`config.mk`:
```
export PLATFORM = sky130hd
export DESIGN_NAME = core_state_unit_flat
export DESIGN_NICKNAME = d
export VERILOG_FILES = /design/src/rtl/core_pkg.sv /design/src/rtl/core_state_unit_if.sv /design/src/rtl/core_state_unit_regbank.sv /design/src/rtl/core_state_unit.sv /design/src/flat_wrapper.sv
export SDC_FILE = /design/constraint.sdc
export NUM_CORES = 2
export LEC_CHECK = 0
export BUFFER_PORTS_ARGS = -buffer_cell sky130_fd_sc_hd__buf_2
export CORE_MARGIN = 2
export CORE_UTILIZATION = 40
export DETAILED_ROUTE_END_ITERATION = 16
export GPL_TIMING_DRIVEN = 0
export PLACE_DENSITY_LB_ADDON = 0.2
export REMOVE_ABC_BUFFERS = 1
export SLEW_MARGIN = 40
export SYNTH_ARGS = -nofsm -noshare
export SYNTH_HDL_FRONTEND = slang
export SYNTH_SLANG_ARGS = --single-unit
```
`constraint.sdc`:
```
create_clock -name clk -period 6.9 [get_ports clk]
set_input_delay 1.725 -clock clk [delete_from_list [all_inputs] [get_ports clk]]
set_output_delay 1.725 -clock clk [all_outputs]
set_load 0.03 [all_outputs]
```
`src/rtl/core_pkg.sv`:
```
// rtl/core_pkg.sv - shared widths, bank encodings and reset defaults for the core state unit
package core_pkg;

  localparam int          XLEN_DEFAULT     = 32;
  localparam logic        BANK_INT         = 1'b0;
  localparam logic        BANK_FP          = 1'b1;
  localparam logic [31:0] RESET_PC_DEFAULT = 32'h0;

endpackage

```
`src/rtl/core_state_unit_if.sv`:
```
// rtl/core_state_unit_if.sv - front-end/back-end bus into the core state unit
interface core_state_unit_if #(
  parameter int XLEN = 32,
  parameter int NREG = 32,
  parameter int NRD  = 2,
  parameter int NWR  = 1
) ();
  localparam int IDXW = $clog2(NREG);

  logic                 stall;
  logic                 pred_valid;
  logic [XLEN-1:0]      pred_pc;
  logic                 redirect_valid;
  logic [XLEN-1:0]      redirect_pc;
  logic [XLEN-1:0]      pc;
  logic [NRD-1:0]       rd_bank;
  logic [NRD*IDXW-1:0]  rd_idx;
  logic [NRD*XLEN-1:0]  rd_data;
  logic [NRD-1:0]       rd_busy;
  logic [NWR-1:0]       wr_en;
  logic [NWR-1:0]       wr_bank;
  logic [NWR*IDXW-1:0]  wr_idx;
  logic [NWR*XLEN-1:0]  wr_data;
  logic                 claim_en;
  logic                 claim_bank;
  logic [IDXW-1:0]      claim_idx;
  logic                 flush;

  modport master (
    output stall, pred_valid, pred_pc, redirect_valid, redirect_pc,
    output rd_bank, rd_idx, wr_en, wr_bank, wr_idx, wr_data,
    output claim_en, claim_bank, claim_idx, flush,
    input  pc, rd_data, rd_busy
  );

  modport slave (
    input  stall, pred_valid, pred_pc, redirect_valid, redirect_pc,
    input  rd_bank, rd_idx, wr_en, wr_bank, wr_idx, wr_data,
    input  claim_en, claim_bank, claim_idx, flush,
    output pc, rd_data, rd_busy
  );

endinterface

```
`src/rtl/core_state_unit_regbank.sv`:
```
// rtl/core_state_unit_regbank.sv - one NREG x XLEN register bank, NRD reads, NWR writes, optional hardwired r0
module core_state_unit_regbank #(
  parameter int XLEN    = 32,
  parameter int NREG    = 32,
  parameter int NRD     = 2,
  parameter int NWR     = 1,
  parameter bit BYPASS  = 1'b1,
  parameter bit ZERO_R0 = 1'b0,
  localparam int IDXW   = $clog2(NREG)
) (
  input  logic                clk,
  input  logic                rstn,
  input  logic [NRD*IDXW-1:0] rd_idx,
  output logic [NRD*XLEN-1:0] rd_data,
  input  logic [NWR-1:0]      wr_en,
  input  logic [NWR*IDXW-1:0] wr_idx,
  input  logic [NWR*XLEN-1:0] wr_data
);

  logic [XLEN-1:0] mem [NREG];

  function automatic logic wr_live(input int j);
    return wr_en[j] && !(ZERO_R0 && (wr_idx[j*IDXW +: IDXW] == '0));
  endfunction

  // Ascending port order lets the highest-numbered writer win.
  always_ff @(posedge clk or negedge rstn) begin
    if (!rstn) begin
      for (int i = 0; i < NREG; i++) mem[i] <= '0;
    end else begin
      for (int j = 0; j < NWR; j++) begin
        if (wr_live(j)) mem[wr_idx[j*IDXW +: IDXW]] <= wr_data[j*XLEN +: XLEN];
      end
    end
  end

  function automatic logic [XLEN-1:0] read_port(input logic [IDXW-1:0] idx);
    logic [XLEN-1:0] val;
    val = mem[idx];
    if (BYPASS) begin
      for (int j = 0; j < NWR; j++) begin
        if (wr_live(j) && (wr_idx[j*IDXW +: IDXW] == idx)) val = wr_data[j*XLEN +: XLEN];
      end
    end
    if (ZERO_R0 && (idx == '0)) val = '0;
    return val;
  endfunction

  always_comb begin
    rd_data = '0;
    for (int k = 0; k < NRD; k++) begin
      rd_data[k*XLEN +: XLEN] = read_port(rd_idx[k*IDXW +: IDXW]);
    end
  end

endmodule

```
`src/rtl/core_state_unit.sv`:
```
// rtl/core_state_unit.sv - program counter, int/fp register banks and busy scoreboard
module core_state_unit
  import core_pkg::*;
#(
  parameter int              XLEN     = XLEN_DEFAULT,
  parameter int              NREG     = 32,
  parameter int              NRD      = 2,
  parameter int              NWR      = 1,
  parameter bit              BYPASS   = 1'b1,
  parameter logic [XLEN-1:0] RESET_PC = RESET_PC_DEFAULT[XLEN-1:0],
  localparam int             IDXW     = $clog2(NREG)
) (
  input  logic              clk,
  input  logic              rstn,
  core_state_unit_if.slave  bus
);

  logic [XLEN-1:0]     pc_q;
  logic [NWR-1:0]      wr_en_int, wr_en_fp;
  logic [NRD*XLEN-1:0] int_rd, fp_rd;
  logic [NREG-1:0]     busy_int, busy_fp, busy_int_n, busy_fp_n;

  // Redirect outranks stall so a mispredict is never lost behind a held front end.
  always_ff @(posedge clk or negedge rstn) begin
    if (!rstn)                                pc_q <= RESET_PC;
    else if (bus.redirect_valid)              pc_q <= bus.redirect_pc;
    else if (!bus.stall && bus.pred_valid)    pc_q <= bus.pred_pc;
  end
  assign bus.pc = pc_q;

  always_comb begin
    wr_en_int = '0;
    wr_en_fp  = '0;
    for (int j = 0; j < NWR; j++) begin
      wr_en_int[j] = bus.wr_en[j] && (bus.wr_bank[j] == BANK_INT);
      wr_en_fp[j]  = bus.wr_en[j] && (bus.wr_bank[j] == BANK_FP);
    end
  end

  core_state_unit_regbank #(
    .XLEN(XLEN), .NREG(NREG), .NRD(NRD), .NWR(NWR), .BYPASS(BYPASS), .ZERO_R0(1'b1)
  ) u_int_bank (
    .clk(clk), .rstn(rstn), .rd_idx(bus.rd_idx), .rd_data(int_rd),
    .wr_en(wr_en_int), .wr_idx(bus.wr_idx), .wr_data(bus.wr_data)
  );

  core_state_unit_regbank #(
    .XLEN(XLEN), .NREG(NREG), .NRD(NRD), .NWR(NWR), .BYPASS(BYPASS), .ZERO_R0(1'b0)
  ) u_fp_bank (
    .clk(clk), .rstn(rstn), .rd_idx(bus.rd_idx), .rd_data(fp_rd),
    .wr_en(wr_en_fp), .wr_idx(bus.wr_idx), .wr_data(bus.wr_data)
  );

  // Clear on writeback first, then set on claim, so a same-cycle claim marks the new producer.
  always_comb begin
    busy_int_n = busy_int;
    busy_fp_n  = busy_fp;
    for (int j = 0; j < NWR; j++) begin
      if (wr_en_int[j]) busy_int_n[bus.wr_idx[j*IDXW +: IDXW]] = 1'b0;
      if (wr_en_fp[j])  busy_fp_n[bus.wr_idx[j*IDXW +: IDXW]]  = 1'b0;
    end
    if (bus.claim_en) begin
      if (bus.claim_bank == BANK_FP)  busy_fp_n[bus.claim_idx]  = 1'b1;
      else if (bus.claim_idx != '0)   busy_int_n[bus.claim_idx] = 1'b1;
    end
    if (bus.flush) begin
      busy_int_n = '0;
      busy_fp_n  = '0;
    end
  end

  always_ff @(posedge clk or negedge rstn) begin
    if (!rstn) begin
      busy_int <= '0;
      busy_fp  <= '0;
    end else begin
      busy_int <= busy_int_n;
      busy_fp  <= busy_fp_n;
    end
  end

  always_comb begin
    bus.rd_data = '0;
    bus.rd_busy = '0;
    for (int k = 0; k < NRD; k++) begin
      bus.rd_data[k*XLEN +: XLEN] = bus.rd_bank[k] ? fp_rd[k*XLEN +: XLEN] : int_rd[k*XLEN +: XLEN];
      bus.rd_busy[k] = bus.rd_bank[k] ? busy_fp[bus.rd_idx[k*IDXW +: IDXW]]
                                      : busy_int[bus.rd_idx[k*IDXW +: IDXW]];
    end
  end

endmodule
```
`src/flat_wrapper.sv`:
```
// flat-port wrapper written by rule: the top's interface ports become plain ports
module core_state_unit_flat import core_pkg::*;
#(
  parameter int              XLEN     = XLEN_DEFAULT,
  parameter int              NREG     = 32,
  parameter int              NRD      = 2,
  parameter int              NWR      = 1,
  parameter bit              BYPASS   = 1'b1,
  parameter logic [XLEN-1:0] RESET_PC = RESET_PC_DEFAULT[XLEN-1:0],
  localparam int             IDXW     = $clog2(NREG)
)
  (clk, rstn, bus_stall, bus_pred_valid, bus_pred_pc, bus_redirect_valid, bus_redirect_pc, bus_rd_bank, bus_rd_idx, bus_wr_en, bus_wr_bank, bus_wr_idx, bus_wr_data, bus_claim_en, bus_claim_bank, bus_claim_idx, bus_flush, bus_pc, bus_rd_data, bus_rd_busy);
  core_state_unit_if #(.XLEN(XLEN), .NREG(NREG), .NRD(NRD), .NWR(NWR)) bus_i ();
  input  logic clk;
  input  logic rstn;
  input wire logic [$bits(bus_i.stall)-1:0] bus_stall;
  input wire logic [$bits(bus_i.pred_valid)-1:0] bus_pred_valid;
  input wire logic [$bits(bus_i.pred_pc)-1:0] bus_pred_pc;
  input wire logic [$bits(bus_i.redirect_valid)-1:0] bus_redirect_valid;
  input wire logic [$bits(bus_i.redirect_pc)-1:0] bus_redirect_pc;
  input wire logic [$bits(bus_i.rd_bank)-1:0] bus_rd_bank;
  input wire logic [$bits(bus_i.rd_idx)-1:0] bus_rd_idx;
  input wire logic [$bits(bus_i.wr_en)-1:0] bus_wr_en;
  input wire logic [$bits(bus_i.wr_bank)-1:0] bus_wr_bank;
  input wire logic [$bits(bus_i.wr_idx)-1:0] bus_wr_idx;
  input wire logic [$bits(bus_i.wr_data)-1:0] bus_wr_data;
  input wire logic [$bits(bus_i.claim_en)-1:0] bus_claim_en;
  input wire logic [$bits(bus_i.claim_bank)-1:0] bus_claim_bank;
  input wire logic [$bits(bus_i.claim_idx)-1:0] bus_claim_idx;
  input wire logic [$bits(bus_i.flush)-1:0] bus_flush;
  output wire logic [$bits(bus_i.pc)-1:0] bus_pc;
  output wire logic [$bits(bus_i.rd_data)-1:0] bus_rd_data;
  output wire logic [$bits(bus_i.rd_busy)-1:0] bus_rd_busy;
  assign bus_i.stall = bus_stall;
  assign bus_i.pred_valid = bus_pred_valid;
  assign bus_i.pred_pc = bus_pred_pc;
  assign bus_i.redirect_valid = bus_redirect_valid;
  assign bus_i.redirect_pc = bus_redirect_pc;
  assign bus_i.rd_bank = bus_rd_bank;
  assign bus_i.rd_idx = bus_rd_idx;
  assign bus_i.wr_en = bus_wr_en;
  assign bus_i.wr_bank = bus_wr_bank;
  assign bus_i.wr_idx = bus_wr_idx;
  assign bus_i.wr_data = bus_wr_data;
  assign bus_i.claim_en = bus_claim_en;
  assign bus_i.claim_bank = bus_claim_bank;
  assign bus_i.claim_idx = bus_claim_idx;
  assign bus_i.flush = bus_flush;
  assign bus_pc = bus_i.pc;
  assign bus_rd_data = bus_i.rd_data;
  assign bus_rd_busy = bus_i.rd_busy;
  core_state_unit #(.XLEN(XLEN), .NREG(NREG), .NRD(NRD), .NWR(NWR), .BYPASS(BYPASS), .RESET_PC(RESET_PC)) u_core (.clk(clk), .rstn(rstn), .bus(bus_i));
endmodule
```
### After elaboration in Yosys (flattened, before gate mapping)

Index checks and enable logic that the tools add are counted.

* add/sub/neg operators: 0
* multiply operators: 0
* divide/modulo/power cells: 0
* magnitude comparators: 10
* eq/ne operators: 2
* shifts and indexed selects: 0
* multiplexer cells: 49
* bitwise logic cells: 9
* reduce and logical (&&, ||, !) cells: 18

Operators with widths (number)
* $bwmux 1024: 2
* $mux 32: 28
* $bmux 32 s5: 4
* $demux 32 s5: 1
* $and 32x32->32: 2
* $or 32x32->32: 2
* $not 32->32: 1
* $lt 5x6->1 const B: 4
* $bmux 1 s5: 4
* $ge 6x6->1 const B: 3
* $not 5->6: 3
* $logic_not 5->1: 3
* $logic_and 1x1->1: 11
* $demux 1 s5: 2
* $eq 5x5->1: 2
* $ge 5x1->1 const B: 2
* $mux 1: 8
* $lt 6x1->1 const B: 1
* $reduce_bool 5->1: 1
* $logic_not 1->1: 2
* $reduce_bool 2->1: 1
* $not 1->1: 1

* flip-flop bits (word level): 2144
* latch bits: 0
* bits in writable memories: 0
* memory bits (read-only): 0
* output and inout bits: 98
* word-level logic and storage cells: 155
* memories: 0

### Depth between registers and ports, before layout

* depth in word-level cells: 12
* mapped depth: 11

### Modules after synthesis

Synthesis repeated with hierarchy kept, for this count alone.

* cells, all modules: 8136
* area total of the unflattened synthesis: 116410.4 µm²

By module, submodules not included
* core_state_unit_regbank (u_core.u_int_bank): instances 1, cells each 3943, area each 55255.5 µm², seq. area each 25624.6 µm²
* core_state_unit_regbank (u_core.u_fp_bank): instances 1, cells each 3572, area each 55001.5 µm², seq. area each 25624.6 µm²
* core_state_unit: instances 1, cells each 621, area each 6153.4 µm², seq. area each 2402.3 µm²

### Worst setup path after synthesis

No wires, ideal clock.

* kind: input -> output
* from: input bus_rd_idx[0]
* to: output bus_rd_data[0]
* arrival: 3996 ps
* required time: 5175 ps
* path slack: 1179 ps
* stages on the path: 9
* path buffers: 5
* cells stage by stage: buf_2 > buf_6 > buf_4 > buf_4 > buf_2 > mux4_2 > a22oi_1 > a21oi_1 > a2111o_1

* longest elaborated chain between the ends: 7

Ends and longest elaborated chain
* start, declared: line flat_wrapper.sv:22 `input wire logic [$bits(bus_i.rd_idx)-1:0] bus_rd_idx;`
* $not 5->6 (not written as such): line core_state_unit_regbank.sv:39 `val = mem[idx];`
* $bmux 32 s5: line core_state_unit_regbank.sv:39
* $mux 32 (not written as such) (2 in series): line core_state_unit_regbank.sv:39
* $mux 32: line core_state_unit_regbank.sv:42 `if (wr_live(j) && (wr_idx[j*IDXW +: IDXW] == idx)) val = wr_data[j*XLEN +: XLEN];`
* $mux 32: line core_state_unit_regbank.sv:45 `if (ZERO_R0 && (idx == '0)) val = '0;`
* $mux 32 (*): line core_state_unit.sv:86 `bus.rd_data[k*XLEN +: XLEN] = bus.rd_bank[k] ? fp_rd[k*XLEN +: XLEN] : int_rd[k*XLEN +: XLEN];`
* end, declared: line flat_wrapper.sv:32 `output wire logic [$bits(bus_i.rd_data)-1:0] bus_rd_data;`

Every way passes the cells marked *; elsewhere a longest branch is shown, timed or not. The select of a mux whose other input is x is not followed.

### Worst setup path in the final report

* from: input bus_rd_idx[1]
* to: output bus_rd_data[28]

Same word-level chain as after synthesis.

==> results by group <==
Status
  • Run status: finished, final reports clean

Clocking
  • Clock tree sinks: 2,144
  • Clock latency of the later-clocked register in the worst-skew pair: roughly 0.9 ns
  • Max Buffers Root-to-Sink: 4
  • Clock H-tree levels: 4
  • TritonCTS clock tree: built
  • Hold buffer count at CTS: 0
  • Clock transition time at the flip-flop clock pins of the worst setup and hold paths: roughly 0.060 ns
  • Number of buffers added by the clock tree synthesis step: 240
  • Clock Root Buffer: clkbuf_16

Cells and area
  • Multi-input combinational cell area: 58,100 µm²
  • Net count reported at finish: ~7,800
  • Finished Layout Cells: approximately 12,000
  • Area Growth Syn to Fin: 16.4%
  • Register area: about 54,000 µm²
  • Number of inserted filler cells in the final layout: 24,500
  • Share of layout cells above drive strength 1: 0.532
  • Design area: between 100,000 and 150,000 µm²

Synthesis
  • Number of warnings printed during yosys synthesis: 0
  • Async SR Flop Fraction: 1.00
  • Register area share after synthesis: 0.468
  • Area leader, netlist: dfrtp_1
  • Cell with the most instances after synthesis: dfrtp_1
  • Mapped Avg Cell Area: around 15 µm²
  • Cell variety after synth: 63
  • Top cell types by occurrence after synthesis: dfrtp_1, mux2_2, mux4_2
  • Count of mapped cells out of synthesis: 7,709
  • Area share of the largest cell type after synthesis: 0.468
  • Synth Flop Type: dfrtp_1
  • Post-synthesis instance area: approximately 110,000 µm²
  • Synthesized flop and latch total: 2,144
  • Count of flip-flops with a built-in enable after synthesis: 0
  • Cell types occupying the most area after synthesis: dfrtp_1, mux2_2, mux4_2

Drt
  • Via density: between 6 and 7
  • # DRC: 0
  • First-iteration detailed-routing DRC count: between 7,000 and 8,000
  • Number of routed nets with antenna violations: 0
  • Post-DR wirelength/cell: approximately 35 µm
  • Total vias in the final route: around 75,000
  • DRT Pass-1 Iters: 7
  • Final Routed Wirelength: between 400 and 500 mm

Die
  • Effective utilization at floorplan: 0.402
  • Die height: approximately 540 µm
  • Area of the die: just under 300,000 µm²
  • Row Count: 196
  • Die Width: approximately 540 µm
  • IO Pins: about 230
  • Floorplan Core Area: between 200,000 and 300,000 µm²

GRT
  • Largest net degree at the start of global routing: between 100 and 150
  • Initial antenna violation count: 6
  • Global-route wire length before repair: between 500 and 600 mm
  • GRT Total Usage: 0.274
  • Overflow after GRT: 0
  • Number of global-route vias before repair: 77,800

Job
  • Max Cap Violations: 0

STA
  • Final period util: 0.997
  • Final hold viol count: 0
  • Unrepaired setup endpoints after global routing: false
  • Worst max-slew margin expressed relative to the limit: 0.378
  • Actual slew at the worst max-slew pin: 0.920 ns
  • Maximum operating frequency: ~0.15 GHz
  • Post-Route Skew: 0 ns
  • Final number of setup-violating endpoints: 0
  • Post-layout min period: just under 7 ns
  • Slew Limit Fails: 0

Worst setup path
  • Endpoint required time on the critical path: around 5.2 ns
  • Kind of start point of the critical path: primary input
  • Critical Path End Type: output port
  • R2R cell count: 2
  • Crit Path Category: primary input to output port
  • Arrival time worst endpoint: 5.15 ns
  • Worst-path maximum fanout: 48

Placed design
  • Count of placed standard cells including taps: about 11,000
  • Detailed Place HPWL: approximately 260 mm
  • Cell area reported after detailed placement: 124,000 µm²
  • Number of I/O port buffers: 225
  • Placer congestion estimate: 0.824

Pwr
  • Peak VDD IR: ~210 µV
  • Cell leakage power: slightly below 60 nW
  • Power density relative to cell area: ~260 nW/µm²

Hold path
  • Worst Hold Class: flip-flop to flip-flop
  • Worst hold path depth: 0
power by group:
part / internal [mW] / switching, mW
logic: 3.35 / 2.88
clock network: 7.62 / 5.49
registers: 14.2 / 1.14
total: 25.2 / 9.51
sequential cells by signal, summed over array words and instances, names as in the netlist:
signal and cells:
u_core.busy_fp 32, u_core.u_int_bank.mem 1024, u_core.u_fp_bank.mem 1024, u_core.bus.pc 32, u_core.busy_int 32
path summary, 6_finish.rpt:
kind	endpoint	start	slack [ns]
min in group asynchronous	u_core.bus.pc[20]$_DFFE_PN0P_	rstn	0.76
min reg2reg	u_core.u_int_bank.mem[1018]$_DFFE_PN0P_	u_core.u_int_bank.mem[1018]$_DFFE_PN0P_	0.39
max reg2reg	u_core.busy_int[17]$_DFF_PN0_	u_core.busy_int[17]$_DFF_PN0_	6.09
max	bus_rd_data[28]	bus_rd_idx[1]	0.02
min	u_core.u_int_bank.mem[1018]$_DFFE_PN0P_	u_core.u_int_bank.mem[1018]$_DFFE_PN0P_	0.39
max in group asynchronous	u_core.u_int_bank.mem[811]$_DFFE_PN0P_	rstn	3.58
layer usage:
metal	vias to the layer above	wire length [µm]	share of wire	global-route usage
met5	-	12	0.000030	0
met4	2	21100	0.052	0.124
met3	834	31500	0.078	0.0577
met2	3236	184000	0.46	0.421
met1	41200	166000	0.41	0.374
li1	29900	-	-	-
cells by family (layout without fill, tap and decap cells):
logic type / count (synthesis) / count (layout) / share of synthesized area
AO/OA/AOI/OAI: 810 / 810 / 0.0524
XOR/XNOR: 10 / 10 / 0.000764
buffers and inverters: 914 / 1025 / 0.0325
flip-flops: 2144 / 2144 / 0.468
multiplexers: 3362 / 3362 / 0.428
other: 0 / 1 / 0
AND/OR/NAND/NOR: 469 / 469 / 0.0185
stage by stage:
| step | total power [mW] | hold WS [ns] | utilization | worst slack [ns] | TNS [ns] |
|---|---|---|---|---|---|
| final | 34.7 | 0.393 | 0.468 | 0.0216 | 0 |
| after global routing | 36.0 | 0.408 | 0.468 | 0.00638 | 0 |
| after CTS | 34.8 | 0.397 | 0.467 | 0.0105 | 0 |
| after detailed placement | 21.6 | 0.383 | 0.436 | -0.965 | -28.29 |
| after global placement | 21.8 | 0.376 | 0.409 | -44.13 | - |
| after floorplan | 18.9 | 0.365 | - | -1.05 | -30.39 |
critical path, cell delays in order:
cell and delay, ns:
buf_8 0.17, buf_16 0.23, buf_16 0.24, buf_16 0.24, and2_4 0.27, buf_12 0.17, a221oi_1 0.39, a211oi_1 0.18
nor4bb_1 0.82, a221o_1 0.29, buf_2 0.22
layout by cell type, fill, tap and decap left out, types with 6 or more instances in the layout:
cell type  instances
nor2_4            32
clkbuf_1          57
mux4_2          1024
o221ai_1          42
bufinv_16         15
nor3b_2            6
o311a_1           19
nand2_1          202
dfrtp_1         2144
bufbuf_16         21
buf_2            193
o22ai_1           63
a21oi_1           70
a211oi_1          54
buf_16           151
buf_8             67
o21ai_0           92
nor2b_1           35
nand4_1            8
nand2b_1          13
a2111o_1          26
buf_6             13
buf_4             65
a22oi_1          254
nor3_1             7
nand2_4           24
buf_12            69
o211a_1            7
nand3_1           37
clkbuf_8          55
a221oi_1          55
mux2_2          2055
clkinv_2          48
clkbuf_16        249
o211ai_1          31
o31a_1            28
mux2i_1          283
nor2_1            45
a32oi_1           28
what timing repair did:
item                                    in CTS  in global routing
gates cloned                                22                  4
buffers inserted                             7                  2
pin swaps                                    3                  4
resized for setup                           16                  6
endpoints found under the setup margin      53                 18
final cells by class:
class | count | share of cell area
diodes | 1 | 0.0000188
clock buffers | 357 | 0.0532
clock inverters | 77 | 0.00628
inverters | 8 | 0.000281
multi-input cells | 4651 | 0.436
flip-flops and latches | 2144 | 0.402
well taps | 3762 | 0.0353
repair buffers | 583 | 0.0669
Power figures use the tool's default switching activity.
